`src/rtl/note_tone_synth.sv`:
```
// Square-wave tone synthesiser: latches one-hot string/fret notes, shapes a gate/fade
// envelope and hands signed samples to the codec over a valid/ready handshake.
module note_tone_synth #(
    parameter int unsigned SAMPLE_DIV   = 1042,
    parameter logic [31:0] AMP          = 32'h1000_0000,
    parameter int unsigned DECAY_CYCLES = 2500000,
    parameter int unsigned TONE_SHIFT   = 0  // divides every half period by 2**TONE_SHIFT
) (
    input  logic        clk,
    input  logic        reset,
    input  logic        note_strobe,
    input  logic [31:0] note_in,
    input  logic        sample_ready,
    output logic        sample_valid,
    output logic [31:0] sample_data,
    output logic        playing,
    output logic [4:0]  note_idx
);

    localparam int unsigned DivW = (SAMPLE_DIV > 1) ? $clog2(SAMPLE_DIV) : 1;
    localparam int unsigned DecW = (DECAY_CYCLES > 1) ? $clog2(DECAY_CYCLES) : 1;

    typedef enum logic [1:0] {StIdle, StPlay, StFade} state_e;

    // Half period in clk cycles for each note index (50 MHz, equal temperament, A4 = 440 Hz).
    function automatic logic [18:0] half_period(input logic [4:0] idx);
        case (idx)
            5'd0:    return 19'd303373;
            5'd1:    return 19'd227273;
            5'd2:    return 19'd170262;
            5'd3:    return 19'd127553;
            5'd4:    return 19'd101238;
            5'd5:    return 19'd75843;
            5'd6:    return 19'd286346;
            5'd7:    return 19'd214517;
            5'd8:    return 19'd160706;
            5'd9:    return 19'd120394;
            5'd10:   return 19'd95556;
            5'd11:   return 19'd71586;
            5'd12:   return 19'd270274;
            5'd13:   return 19'd202477;
            5'd14:   return 19'd151686;
            5'd15:   return 19'd113636;
            5'd16:   return 19'd90193;
            5'd17:   return 19'd67569;
            5'd18:   return 19'd255105;
            5'd19:   return 19'd191113;
            5'd20:   return 19'd143173;
            5'd21:   return 19'd107258;
            5'd22:   return 19'd85131;
            5'd23:   return 19'd63776;
            5'd24:   return 19'd240787;
            5'd25:   return 19'd180386;
            5'd26:   return 19'd135137;
            5'd27:   return 19'd101238;
            5'd28:   return 19'd80353;
            5'd29:   return 19'd60197;
            default: return 19'd303373;
        endcase
    endfunction

    state_e            state_q, state_d;
    logic [31:0]       amp_q, amp_d;
    logic [DecW-1:0]   decay_cnt_q, decay_cnt_d;
    logic [18:0]       tone_cnt_q, tone_cnt_d;
    logic              phase_q, phase_d;
    logic [4:0]        note_idx_q, note_idx_d;
    logic [DivW-1:0]   div_cnt_q, div_cnt_d;
    logic              sample_valid_q, sample_valid_d;
    logic [31:0]       sample_data_q, sample_data_d;

    logic [4:0]  dec_idx;
    logic        note_hit, rest_hit;
    logic [18:0] hp_eff;
    logic        tone_wrap, decay_wrap, tick;
    logic [31:0] amp_half;
    logic        unused_hi;

    assign unused_hi = ^note_in[31:30];

    always_comb begin
        dec_idx = 5'd0;
        for (int i = 29; i >= 0; i--) begin
            if (note_in[i]) dec_idx = 5'(i);
        end
    end

    assign note_hit   = note_strobe && (note_in[29:0] != 30'd0);
    assign rest_hit   = note_strobe && (note_in[29:0] == 30'd0);
    assign hp_eff     = half_period(note_idx_q) >> TONE_SHIFT;
    assign tone_wrap  = (tone_cnt_q == hp_eff - 19'd1);
    assign decay_wrap = (decay_cnt_q == DecW'(DECAY_CYCLES - 1));
    assign tick       = (div_cnt_q == DivW'(SAMPLE_DIV - 1));
    assign amp_half   = {amp_q[31], amp_q[31:1]};

    always_comb begin
        state_d     = state_q;
        amp_d       = amp_q;
        decay_cnt_d = decay_cnt_q;
        note_idx_d  = note_idx_q;
        if (note_hit) note_idx_d = dec_idx;

        case (state_q)
            StIdle: begin
                if (note_hit) begin
                    state_d = StPlay;
                    amp_d   = AMP;
                end
            end
            StPlay: begin
                amp_d = AMP;
                if (rest_hit) begin
                    state_d     = StFade;
                    decay_cnt_d = '0;
                end
            end
            StFade: begin
                if (note_hit) begin
                    state_d = StPlay;
                    amp_d   = AMP;
                end else if (rest_hit) begin
                    // A rest while fading restarts the decay interval without a step.
                    decay_cnt_d = '0;
                end else if (decay_wrap) begin
                    decay_cnt_d = '0;
                    amp_d       = amp_half;
                    if (amp_half == 32'd0) state_d = StIdle;
                end else begin
                    decay_cnt_d = decay_cnt_q + 1'b1;
                end
            end
            default: state_d = StIdle;
        endcase
    end

    always_comb begin
        tone_cnt_d = tone_cnt_q + 19'd1;
        phase_d    = phase_q;
        if (state_q == StIdle || note_hit) begin
            tone_cnt_d = '0;
            phase_d    = 1'b0;
        end else if (tone_wrap) begin
            tone_cnt_d = '0;
            phase_d    = ~phase_q;
        end
    end

    always_comb begin
        div_cnt_d      = tick ? '0 : div_cnt_q + 1'b1;
        sample_valid_d = sample_valid_q;
        sample_data_d  = sample_data_q;
        if (sample_valid_q && sample_ready) sample_valid_d = 1'b0;
        // Ticks landing on a pending sample are dropped; launch uses pre-strobe state.
        if (tick && !sample_valid_q) begin
            sample_valid_d = 1'b1;
            if (state_q == StIdle) sample_data_d = 32'd0;
            else                   sample_data_d = phase_q ? (32'd0 - amp_q) : amp_q;
        end
    end

    always_ff @(posedge clk or posedge reset) begin
        if (reset) begin
            state_q        <= StIdle;
            amp_q          <= '0;
            decay_cnt_q    <= '0;
            tone_cnt_q     <= '0;
            phase_q        <= 1'b0;
            note_idx_q     <= '0;
            div_cnt_q      <= '0;
            sample_valid_q <= 1'b0;
            sample_data_q  <= '0;
        end else begin
            state_q        <= state_d;
            amp_q          <= amp_d;
            decay_cnt_q    <= decay_cnt_d;
            tone_cnt_q     <= tone_cnt_d;
            phase_q        <= phase_d;
            note_idx_q     <= note_idx_d;
            div_cnt_q      <= div_cnt_d;
            sample_valid_q <= sample_valid_d;
            sample_data_q  <= sample_data_d;
        end
    end

    assign sample_valid = sample_valid_q;
    assign sample_data  = sample_data_q;
    assign playing      = (state_q != StIdle);
    assign note_idx     = note_idx_q;

endmodule
```
`config.mk`:
```
export PLATFORM = sky130hd
export DESIGN_NAME = note_tone_synth
export DESIGN_NICKNAME = d
export VERILOG_FILES = /design/src/rtl/note_tone_synth.sv
export SDC_FILE = /design/constraint.sdc
export NUM_CORES = 1
export LEC_CHECK = 0
export ABC_AREA = 1
export BUFFER_PORTS_ARGS = -buffer_cell sky130_fd_sc_hd__buf_2
export CORE_MARGIN = 8
export CORE_UTILIZATION = 60
export CTS_CLUSTER_DIAMETER = 120
export DETAILED_ROUTE_END_ITERATION = 10
export HOLD_SLACK_MARGIN = 0.03
export PLACE_DENSITY = 0.89
export SYNTH_ARGS = -nofsm -noshare
export SYNTH_HDL_FRONTEND = slang
export SYNTH_SLANG_ARGS = --single-unit
export TNS_END_PERCENT = 1
```
`constraint.sdc`:
```
create_clock -name clk -period 9.4 [get_ports clk]
set_clock_uncertainty 0.15 [all_clocks]
set_input_delay 0.47 -clock clk [delete_from_list [all_inputs] [get_ports clk]]
set_output_delay 0.47 -clock clk [all_outputs]
set_load 0.1 [all_outputs]
```
==> impl_metrics.yaml <==
status:
  outcome: "complete, no violations"
worst_setup_path:
  crit_end: "phase_q$_DFFE_PP0P_"
  critical_path.reg2reg.endpoint: "phase_q$_DFFE_PP0P_"
  rr_startpoint: "note_idx[0]$_DFFE_PP0P_"
  logic_depth_of_the_worst_register_to_register_path: 18
  timing.reg2reg.setup_slack_ns: 5.15
  setup.worst_path.start: "note_idx[0]$_DFFE_PP0P_"
  worst-path-max-fanout: 20
  crit_path_launch_type: "flop"
  cp.arrival_ns: 4.36
  path_class: "reg2reg"
  crit_path_end_kind: "flop"
  crit_required_ns: 9.51
yosys:
  gate_count_after_technology_mapping: 1066
  synth-seq-cells: 124
  netlist_area_mm2: 0.00784
  synth-warning-count: 0
  post_synth_num_cell_types: 53
  synthesis.nets: 1115
  most_frequently_used_flop_master_after_synthesis: "dfrtp_1"
  ys_seq_area_share_pct: 39.6
  synth_enable_flop_cells: 0
  syn_area_per_cell_um2: 7.35
  postSynth.asyncResetShare_pct: 100
sta:
  worst_slew_pin_slew_ns: 1.13
  finalSetupTns_ns: 0
  rsz0062_at_grt: "false"
  setup_violations: 0
  period_minus_slack_ns: 4.25
  timing.final.max_slew_violations: 0
  timing_hold_violations_final: 0
  highest_attainable_clock_frequency_ghz: 0.235
  final_min_period_over_clock_period_pct: 45.2
  slew_headroom_pct: 24.5
clock_network:
  cts_num_sinks: 124
  cts_max_path_buffers: 2
  cts_htree_levels: 4
  post_cts_resized: 0
  cts.clk_slew.worst_paths_ns: 0.06
  clockRootBuffer: "clkbuf_16"
  cts_made_buffers: 17
  post_cts_buffers: 0
  clkLatencyLatePin_ns: 0.42
  tritoncts: "done"
drt:
  routed_wire_length_per_instance_um: 14.6
  drt_first_iter_violations: 786
  ant_nets: 0
  route.final.wire_length_mm: 19.1
  route.detailed.vias_per_inst: 5.58
  dr_total_vias: 7302
  drt_drc_violations_left: 0
  number_of_iterations_in_the_first_detailed_routing_pass: 6
power_and_ir_drop:
  power.switching_mw: 0.431
  power_density_mw_per_mm2: 166
  internal_power_consumption_mw: 1.04
  power.combinational.fraction_pct: 16.2
  cellLeakagePower_nw: 4.38
  power_frac_clock_pct: 43.8
  p_sw_share_pct: 29.4
  power.share.sequential_pct: 40.0
  max-vdd-ir-drop_mv: 0.147
global_route:
  globalRouteOverflowTotal: 0
  first_global_vias: 6984
  track_usage_pct: 23.4
  grt_first_pass_wirelength_mm: 32.2
  grt_antenna_before_repair: 0
  maximum_number_of_pins_on_one_net_before_global_route_repair: 78
flow_run:
  max_cap_violations: 0
place:
  postPlaceCellArea_mm2: 0.00823
  io_buffers: 72
  globalplace.congestion: 0.926
  detailed_place_hpwl_mm: 13.2
layout:
  finish.net_count: 1173
  final_layout_size_suffix_gt1_share_pct: 12.3
  antenna_cells: 0
  finalCoreUtilization_pct: 69.7
  area_grow_syn2layout_pct: 12.7
  final_common_cell: "nand2_1"
  num-fill-cells: 1034
  final_cell_area_excluding_filler_cells_mm2: 0.00883
  multi_input_comb_area_mm2: 0.00395
  seqCellArea_mm2: 0.00310
  final_cell_mix: "nand2_1 (207), inv_1 (150), dfrtp_1 (124)"
floorplanning:
  initial_utilization_pct: 61.8
  placeableCoreArea_mm2: 0.0127
  die-height_um: 130
  chipWidth_um: 130
  io-pin-count: 75
  placementRows: 41
  die_area_mm2: 0.0170
hold_path:
  min-delay-path-class: "in2reg"
  min-delay-start: "sample_ready"
-- worst max-delay path, stage by stage, from the launching register on --
cell	delay [ns]
dfrtp_1	0.65
inv_1	0.20
ha_1	0.39
nand2_1	0.17
nand2_1	0.15
nand2_1	0.10
nor2_1	0.05
a21oi_2	0.19
ha_1	0.27
nand3_4	0.13
nor2_2	0.14
xnor2_1	0.15
xor2_1	0.11
nor4_2	0.25
nand2_1	0.11
nor2_1	0.20
nand2_1	0.07
nand2_1	0.48
o21ai_1	0.14
-- registers in the layout, summed over array words and instances (netlist names) --
| signal | count |
|---|---|
| decay_cnt_q | 22 |
| amp_q | 31 |
| phase_q | 1 |
| div_cnt_q | 11 |
| sample_data | 32 |
| state_q | 2 |
| note_idx | 5 |
| sample_valid | 1 |
| tone_cnt_q | 19 |
-- metrics by stage --
step / instances / setup WS, ns / power, mW / hold WS [ns]
floorplan: 1066 / 5.48 / 0.777 / 0.297
global placement: 1276 / 5.33 / 0.823 / 0.308
detailed placement: 1276 / 5.30 / 0.831 / 0.311
CTS: 1309 / 5.25 / 1.47 / 0.0840
global route: 1309 / 4.83 / 1.53 / 0.0987
finish: 1309 / 5.15 / 1.47 / 0.0914
-- cell type report --
| class | count | share of cell area, % |
|---|---|---|
| repair buffers | 75 | 4.36 |
| well taps | 172 | 2.44 |
| flip-flops and latches | 124 | 35.1 |
| multi-input cells | 751 | 44.7 |
| clock inverters | 11 | 1.33 |
| clock buffers | 21 | 5.33 |
| inverters | 155 | 6.67 |
-- how the worst min path moves through the flow --
stage	slack, ns	cells after the start	endpoint
detailed placement	0.31	2	sample_data[10]$_DFFE_PP0P_
finish	0.09	2	sample_valid$_DFFE_PP0P_
global placement	0.31	2	sample_data[10]$_DFFE_PP0P_
CTS	0.08	2	sample_valid$_DFFE_PP0P_
global route	0.1	2	sample_valid$_DFFE_PP0P_
floorplan	0.30	1	decay_cnt_q[21]$_DFFE_PP0P_
-- cell families (layout without fill, tap and decap cells) --
| group | count (synthesis) | in the layout | share of synthesized area [%] |
|---|---|---|---|
| AND/OR/NAND/NOR | 511 | 511 | 29.2 |
| AO/OA/AOI/OAI | 173 | 173 | 13.0 |
| adder cells (fa/ha/maj) | 13 | 13 | 2.08 |
| flip-flops | 124 | 124 | 39.6 |
| XOR/XNOR | 54 | 54 | 6.04 |
| buffers and inverters | 191 | 262 | 10.1 |
-- synthesized netlist by cell type (all sizes together) (2+ instances only) --
cell	number	share of area [%]
nor2	125	6.4
clkbuf	16	0.77
a32o	7	0.89
a211oi	3	0.29
a31oi	8	0.64
xnor2	13	1.5
xor2	41	4.6
nand2	214	10
a21oi	36	2.4
nor4	15	1.5
nand4	12	0.96
and3	2	0.16
ha	13	2.1
o211ai	5	0.48
inv	155	7.5
o21ai	97	6.2
a22oi	4	0.45
o311ai	2	0.22
dfrtp	124	40
nand3	91	6.1
nor3	47	3.3
buf	20	1.9
o31ai	4	0.38
or2	3	0.24
-- power groups by stage --
stage               logic, mW  clock network, mW  registers [mW]
floorplan               0.184                  0           0.593
finish                  0.238              0.643           0.587
detailed placement      0.236                  0           0.596
global placement        0.230                  0           0.593
global route            0.268              0.676           0.590
CTS                     0.237              0.649           0.587
-- timing repair --
action,in CTS,in global routing
endpoints found under the setup margin,0,0
hold buffers,1,0
endpoints found under the hold margin,47,0
-- metal layers --
metal | vias to the layer above | GRT usage, % | share of wire, %
li1 | 3600 | - | -
met1 | 3393 | 29.2 | 43
met2 | 269 | 39.2 | 49
met3 | 40 | 4.28 | 5.6
met4 | 0 | 9.36 | 2.2
met5 | - | 0 | 0
Note: power is estimated with default switching activity, not from simulation.
